--- src/rtl/string_cmp_sequencer.sv ---
// Byte-serial STRCMP/STRLEN sequencer reading 32-bit words from two FIFOs.
// Bytes within a word are consumed MSB first; the FIFOs are drained to stay job-aligned.
module string_cmp_sequencer #(
   parameter int unsigned MAX_WORDS = 4,
   parameter int unsigned TIMEOUT   = 255
) (
   input  logic                              clk,
   input  logic                              reset,
   input  logic                              start,
   input  logic                              op,
   input  logic [$clog2(MAX_WORDS*4):0]      len,
   input  logic                              abort,
   input  logic                              a_valid,
   input  logic [31:0]                       a_data,
   output logic                              a_pop,
   input  logic                              b_valid,
   input  logic [31:0]                       b_data,
   output logic                              b_pop,
   output logic                              busy,
   output logic                              done,
   output logic [31:0]                       result,
   output logic                              error
);

   localparam int unsigned MAX_BYTES = MAX_WORDS * 4;
   localparam int unsigned LW        = $clog2(MAX_BYTES) + 1;
   localparam int unsigned TW        = (TIMEOUT < 2) ? 1 : $clog2(TIMEOUT + 1);

   typedef enum logic [2:0] {
      IDLE    = 3'd0,
      FETCH   = 3'd1,
      COMPARE = 3'd2,
      DRAIN   = 3'd3,
      FINISH  = 3'd4
   } state_t;

   state_t          state, state_n;
   logic            op_r, op_n;
   logic [LW-1:0]   len_r, len_n;
   logic [31:0]     a_word, a_word_n, b_word, b_word_n;
   logic [LW-1:0]   byte_cnt, byte_cnt_n;
   logic [LW-1:0]   word_cnt, word_cnt_n;
   logic [TW-1:0]   wait_cnt, wait_n;
   logic [31:0]     res_pend, res_pend_n;
   logic [31:0]     result_n;
   logic            error_n, done_n, busy_n;

   logic [LW-1:0]   words_total;
   logic [LW-1:0]   cnt_next;
   logic [7:0]      a_byte, b_byte;
   logic [8:0]      diff;
   logic            fifo_rdy;
   logic            term;
   logic [31:0]     term_res;
   logic            wait_expired;

   // Words owned by the job: ceil(len/4).
   assign words_total  = LW'(({1'b0, len_r} + (LW+1)'(3)) >> 2);
   assign cnt_next     = byte_cnt + LW'(1);
   assign a_byte       = a_word[{~byte_cnt[1:0], 3'b000} +: 8];
   assign b_byte       = b_word[{~byte_cnt[1:0], 3'b000} +: 8];
   assign diff         = {1'b0, a_byte} - {1'b0, b_byte};
   assign fifo_rdy     = a_valid && (op_r || b_valid);
   assign wait_expired = (wait_cnt == TW'(TIMEOUT - 1));

   always_ff @(posedge clk or posedge reset) begin
      if (reset) begin
         state    <= IDLE;
         op_r     <= 1'b0;
         len_r    <= '0;
         a_word   <= '0;
         b_word   <= '0;
         byte_cnt <= '0;
         word_cnt <= '0;
         wait_cnt <= '0;
         res_pend <= '0;
         result   <= '0;
         error    <= 1'b0;
         done     <= 1'b0;
         busy     <= 1'b0;
      end else begin
         state    <= state_n;
         op_r     <= op_n;
         len_r    <= len_n;
         a_word   <= a_word_n;
         b_word   <= b_word_n;
         byte_cnt <= byte_cnt_n;
         word_cnt <= word_cnt_n;
         wait_cnt <= wait_n;
         res_pend <= res_pend_n;
         result   <= result_n;
         error    <= error_n;
         done     <= done_n;
         busy     <= busy_n;
      end
   end

   always_comb begin
      state_n    = state;
      op_n       = op_r;
      len_n      = len_r;
      a_word_n   = a_word;
      b_word_n   = b_word;
      byte_cnt_n = byte_cnt;
      word_cnt_n = word_cnt;
      wait_n     = wait_cnt;
      res_pend_n = res_pend;
      result_n   = result;
      error_n    = error;
      a_pop      = 1'b0;
      b_pop      = 1'b0;
      term       = 1'b0;
      term_res   = '0;

      case (state)
         IDLE: begin
            if (start) begin
               op_n       = op;
               len_n      = len;
               byte_cnt_n = '0;
               word_cnt_n = '0;
               wait_n     = '0;
               error_n    = 1'b0;
               if (len == '0) begin
                  state_n  = FINISH;
                  result_n = '0;
               end else if (len > LW'(MAX_BYTES)) begin
                  state_n = FINISH;
                  error_n = 1'b1;
               end else begin
                  state_n = FETCH;
               end
            end
         end

         FETCH: begin
            if (fifo_rdy) begin
               a_pop      = 1'b1;
               b_pop      = !op_r;
               a_word_n   = a_data;
               b_word_n   = b_data;
               word_cnt_n = word_cnt + LW'(1);
               wait_n     = '0;
               state_n    = COMPARE;
            end else if (wait_expired) begin
               state_n  = FINISH;
               error_n  = 1'b1;
               result_n = '0;
            end else begin
               wait_n = wait_cnt + TW'(1);
            end
         end

         COMPARE: begin
            byte_cnt_n = cnt_next;
            if (!op_r) begin
               if (a_byte != b_byte) begin
                  term     = 1'b1;
                  term_res = {{23{diff[8]}}, diff};
               end else if ((a_byte == 8'h00) || (cnt_next == len_r)) begin
                  term = 1'b1;
               end
            end else begin
               if (a_byte == 8'h00) begin
                  term     = 1'b1;
                  term_res = 32'(byte_cnt);
               end else if (cnt_next == len_r) begin
                  term     = 1'b1;
                  term_res = 32'(cnt_next);
               end
            end

            if (term) begin
               res_pend_n = term_res;
               wait_n     = '0;
               if (word_cnt < words_total) begin
                  state_n = DRAIN;
               end else begin
                  state_n  = FINISH;
                  result_n = term_res;
               end
            end else if (byte_cnt[1:0] == 2'd3) begin
               state_n = FETCH;
            end
         end

         DRAIN: begin
            if (fifo_rdy) begin
               a_pop      = 1'b1;
               b_pop      = !op_r;
               word_cnt_n = word_cnt + LW'(1);
               wait_n     = '0;
               if (word_cnt_n == words_total) begin
                  state_n  = FINISH;
                  result_n = res_pend;
               end
            end else if (wait_expired) begin
               state_n  = FINISH;
               error_n  = 1'b1;
               result_n = '0;
            end else begin
               wait_n = wait_cnt + TW'(1);
            end
         end

         FINISH: state_n = IDLE;

         default: state_n = IDLE;
      endcase

      // Abort overrides everything: no pop, no done, outputs untouched.
      if (abort && (state != IDLE)) begin
         state_n  = IDLE;
         a_pop    = 1'b0;
         b_pop    = 1'b0;
         result_n = result;
         error_n  = error;
      end

      done_n = (state_n == FINISH);
      busy_n = (state_n != IDLE);
   end

endmodule

--- config.mk ---
export PLATFORM = sky130hd
export DESIGN_NAME = string_cmp_sequencer
export DESIGN_NICKNAME = d
export VERILOG_FILES = /design/src/rtl/string_cmp_sequencer.sv
export SDC_FILE = /design/constraint.sdc
export NUM_CORES = 1
export LEC_CHECK = 0
export ABC_AREA = 1
export CAP_MARGIN = 25
export CELL_PAD_IN_SITES_DETAIL_PLACEMENT = 0
export CELL_PAD_IN_SITES_GLOBAL_PLACEMENT = 1
export CORE_ASPECT_RATIO = 0.9
export CORE_UTILIZATION = 44
export CTS_BUF_LIST = sky130_fd_sc_hd__clkbuf_8
export CTS_CLUSTER_DIAMETER = 40
export DETAILED_ROUTE_END_ITERATION = 8
export PLACE_DENSITY_LB_ADDON = 0.12
export SLEW_MARGIN = 20
export SYNTH_ARGS = -nofsm -noshare
export SYNTH_HDL_FRONTEND = slang
export SYNTH_SLANG_ARGS = --single-unit
--- constraint.sdc ---
create_clock -name clk -period 13.15 [get_ports clk]
set_input_delay 3.945 -clock clk [delete_from_list [all_inputs] [get_ports clk]]
set_output_delay 3.945 -clock clk [all_outputs]
set_load 0.01 [all_outputs]
---- Word-level counts from Yosys, hierarchy flattened ----
Cells that the tools add are included.
word-level totals
  input port bits ......................... 76
  logic and storage cells ................. 118
  flip-flop bits (word level) ............. 158
operators by class
  reductions and logical operators ........ 23
  muxes and demuxes ....................... 52
  $lt $le $gt $ge ......................... 2
  equality and inequality tests ........... 19
  add/sub/neg operators ................... 5
  bitwise gates (word level) .............. 2
  shifts and indexed selects .............. 2
operators with widths
  cell                                                                    count
  32-bit two-way mux                                                      10
  32-bit one-hot mux with 4 select lines                                  1
  32-bit by 6-bit indexed part select with 8-bit output                   2
  3-bit two-way mux                                                       11
  8-bit two-way mux                                                       4
  8-bit one-hot mux with 3 select lines                                   1
  5-bit two-way mux                                                       4
  5-bit one-hot mux with 2 select lines                                   2
  1-bit two-way mux                                                       17
  2-bit != test (second input constant)                                   6
  3-bit one-hot mux with 4 select lines                                   1
  5-bit by 1-bit adder with 5-bit output (second input constant)          2
  3-bit nonzero test                                                      3
  8-bit by 8-bit subtractor with 9-bit output                             1
  8-bit by 1-bit adder with 8-bit output (second input constant)          1
  8-bit equality test (second input constant)                             1
  8-bit zero test                                                         1
  8-bit != test                                                           1
  2-bit AND reduction                                                     4
  8-bit AND reduction                                                     1
  5-bit by 2-bit adder with 6-bit output (second input constant)          1
  3-bit by 2-bit equality test with 1-bit output (second input constant)  2
  3-bit != test (second input constant)                                   2
  5-bit by 4-bit equality test with 1-bit output                          1
  other kinds (21)                                                        25

---- Longest topological paths before layout ----
  depth in word-level cells ............... 12
  gate-level depth with buffers ........... 20
  gate-level depth less buffers ........... 18

---- Worst setup path after synthesis ----
No wires, ideal clock.
  kind .................................... input to output
  start point ............................. input b_valid
  end point ............................... output b_pop
  buffers on the path ..................... 0
  setup slack ............................. 4390 ps
  cell stages on the path ................. 6
  arrival ................................. 4815 ps
  cell sequence ........................... o21ai_2 -> nor2_1 -> inv_1 -> a21oi_1 -> nand2_1 -> inv_1
on the way
  cells in the longest elaborated chain, start to end .. 5
RTL lines
  what               RTL line  source
  from (decl)        16        input logic b_valid,
  1-bit logical OR   63        assign fifo_rdy = a_valid && (op_r || b_valid);
  1-bit logical AND  63
  1-bit two-way mux  137, 188
  1-bit two-way mux  n/a
  1-bit two-way mux  212       if (abort && (state != IDLE)) begin
  to (decl)          18        output logic b_pop,
No other way between the ends.

---- Worst setup path in the final report ----
Ends and elaborated chain as after synthesis.

==> results.yml <==
final_layout:
  final_common_cell: "nand2_1"
  diodes: 0
  fin_nets: 1199
  syn_to_final_growth_pct: 23.0
  drive_gt1_share_pct: 6.18
  final_util_pct: 56.0
  final_cell_mix: "422 x nand2_1, 135 x dfrtp_1, 112 x clkdlybuf4s50_1, 76 x inv_1, 62 x o21ai_0"
  final_cell_count_no_fill: 1323
detailed_routing:
  wl_mm: 18.5
  avgViaCountPerCell: 4.97
  drc: 0
  num_vias: 6569
  wl_per_cell_um: 14.0
  antenna_left: 0
  dr.pass1.iters: 7
  drtIter0Drc: 366
timing:
  slew_headroom_pct: 47.3
  setup_viol: 0
  fin_skew_ps: 13.0
  final.setup.tns_ps: 0
  maxSlewViolCount: 0
  hold_viol: 0
  rsz0062_at_grt: "no"
  worst_slew_pin_slew_ps: 790
  fin_crit_sh_pct: 75.6
  fmax_mhz: 101
  period_needed_ps: 9950
synthesis:
  syn_area_per_cell_um2: 7.38
  synth_area_um2: 7420
  synthTopCellsByArea: "dfrtp_1 46%, nand2_1 21%, o21ai_0 4.2%"
  synth_nets: 1100
  synth_cell_type_count: 43
  syn_inst: 1005
  post-synth-top-area-cell: "dfrtp_1"
  ys_seq_elements: 135
  ys_seq_area_share_pct: 45.5
  yosysTopAreaCellShare_pct: 45.5
  yosys_warnings: 0
pwr:
  power.density_nw_per_um2: 228
  ir_drop_uv: 100
  cellLeakagePower_uw: 0.00458
global_routing:
  grt-ovfl-total: 0
  grt.total_usage_pct: 22.9
  grt_antenna_before_repair: 0
  grt_pass1_vias: 6317
  grt_pass1_wl_mm: 31.6
  grt_max_degree: 82
setup_path:
  crit_type: "input pin to output port"
  cp_max_fo: 18
  max_stage_delay_ps: 520
  critPathCaptureType: "output port"
  path_buf_inv: 5
  critPathArrivalTime_ps: 6000
  crit_path_top_delay_cell: "clkdlybuf4s50_1"
  cp_top_family: "buffers and inverters"
  required_ps: 9200
  crit_chain: "clkdlybuf4s50_1 -> o21ai_2 -> buf_4 -> nor2_1 -> inv_1 -> a21oi_1 -> nand2_1 -> inv_1 -> clkdlybuf4s50_1"
  crit_path_start_kind: "input pin"
cts:
  cts_setup_buffers: 0
  cts_resized: 0
  root_buffer: "clkbuf_8"
  cts_tree: "built"
  cts_hold_buf: 0
  clk_path_buf_depth: 2
  numClockSinks: 135
  clk_latency_ps: 460
  htree_levels: 4
  clk_pin_slew_ps: 80
  numCtsBuffers: 17
placed_design:
  port_buffers: 112
  dp.cells: 1291
  dp_hpwl_mm: 12.6
  place_congestion: 0.822
job:
  drv_cap: 0
status:
  outcome: "completed"
floorplan:
  core-area_um2: 16300
  rows: 44
  die_y_um: 125
  die_w_um: 139
  initial_core_util_pct: 45.5
  die-area_um2: 17400
  io-pin-count: 113
min_path:
  hp-class: "flop to flop"
[routing by layer]
metal | GRT usage (%) | routed length [µm] | part of all wire (%) | vias to the layer above
met4 | 6.86 | 199 | 1.1 | 0
li1 | - | - | - | 3414
met3 | 4.90 | 931 | 5.0 | 14
met5 | 0 | 0 | 0 | -
met1 | 32.4 | 9340 | 50 | 3007
met2 | 35.3 | 8040 | 43 | 134
[cells by family (layout without fill, tap and decap cells)]
kind of cell / Yosys count / count (layout) / share of synthesized area (%)
buffers and inverters: 126 / 237 / 7.39
AOI/OAI and AO/OA: 160 / 160 / 11.7
DFF: 135 / 135 / 45.5
adders and majority gates: 19 / 19 / 3.31
xor gates and xnor gates: 7 / 7 / 0.827
and+or+nand+nor: 558 / 558 / 31.3
[worst reg2reg max path, stage by stage, from the launching register on]
cell and delay (ps):
dfrtp_1 490, buf_4 430, inv_4 240, nand2_1 120
nand3_1 80, nand2_1 180, inv_1 70, ha_1 360
nand2_1 90, nor2_1 150, nand4_1 90, nand2_1 340
nor2_1 80, o2111ai_1 220, nand2_1 560, a21oi_1 290
o21ai_1 80
[power by group]
group | switching (µW) | total (µW) | leakage [µW] | internal (µW)
clock | 177 | 409 | 0.000226 | 232
sequential | 103 | 667 | 0.00176 | 563
combinational | 638 | 1010 | 0.00260 | 370
[synth_stat cells]
| cell type | number |
|---|---|
| inv_2 | 6 |
| xnor2_1 | 1 |
| xor2_1 | 6 |
| o21ai_0 | 62 |
| a31oi_1 | 3 |
| nand3_4 | 1 |
| nor3_2 | 2 |
| buf_2 | 5 |
| o2111ai_1 | 3 |
| inv_1 | 77 |
| nor2_4 | 6 |
| nor4_1 | 1 |
| nor2_1 | 48 |
| fa_1 | 1 |
| o22ai_1 | 5 |
| a21boi_0 | 1 |
| o21ai_4 | 1 |
| ha_1 | 18 |
| nor3_1 | 1 |
| nand4_1 | 13 |
| nand2_2 | 4 |
| clkinv_1 | 1 |
| nand3_2 | 1 |
| buf_1 | 2 |
| buf_4 | 3 |
| a21o_1 | 1 |
| o21ai_2 | 1 |
| nand3b_1 | 2 |
| a21oi_1 | 49 |
| a22oi_1 | 3 |
| o21a_1 | 1 |
| and3_1 | 1 |
| inv_4 | 2 |
| o31ai_1 | 1 |
| nand2_4 | 3 |
| buf_6 | 7 |
| o211ai_1 | 4 |
| clkbuf_1 | 23 |
| nand2_1 | 422 |
| o21ai_1 | 25 |
| nand3_1 | 51 |
| nor2_2 | 2 |
| dfrtp_1 | 135 |
[per-stage QoR]
step           area, µm²  hold slack [ps]  power (µW)  setup slack, ps
2_1_floorplan       7420              437        1410             4390
3_3_place_gp        8630              449        1670             3290
3_5_place_dp        8630              454        1680             3240
4_1_cts             9100              474        2100             3240
5_1_grt             9120              490        2290             3090
6_report            9120              469        2080             3200
[sequential cells by signal, summed over array words and instances (netlist names), 3 cells and up]
| name | count |
|---|---|
| b_word | 32 |
| result | 32 |
| byte_cnt | 5 |
| res_pend | 9 |
| a_word | 32 |
| word_cnt | 5 |
| state | 3 |
| len_r | 5 |
| wait_cnt | 8 |
[worst paths after layout]
kind	from	to	slack, ps	depth (start not counted)
min in group asynchronous	reset	a_word[8]$_DFFE_PP0P_	3990	2
worst min register to register	b_word[12]$_DFFE_PP0P_	b_word[12]$_DFFE_PP0P_	470	2
worst min-delay path	b_word[12]$_DFFE_PP0P_	b_word[12]$_DFFE_PP0P_	470	2
worst max-delay path	b_valid	b_pop	3200	9
worst max register to register	byte_cnt[0]$_DFFE_PP0P_	result[12]$_DFFE_PP0P_	9120	16
max in group asynchronous	reset	b_word[0]$_DFFE_PP0P_	7990	3
[area by class of cell]
class | instances | area (µm²)
repair buffers | 120 | 1190
clock inverters | 13 | 218
inverters | 86 | 333
clock buffers | 18 | 248
multi-input cells | 744 | 3490
fillers | 1575 | 7180
flip-flops and latches | 135 | 3380
well taps | 207 | 259
Power figures use the tool's default switching activity.
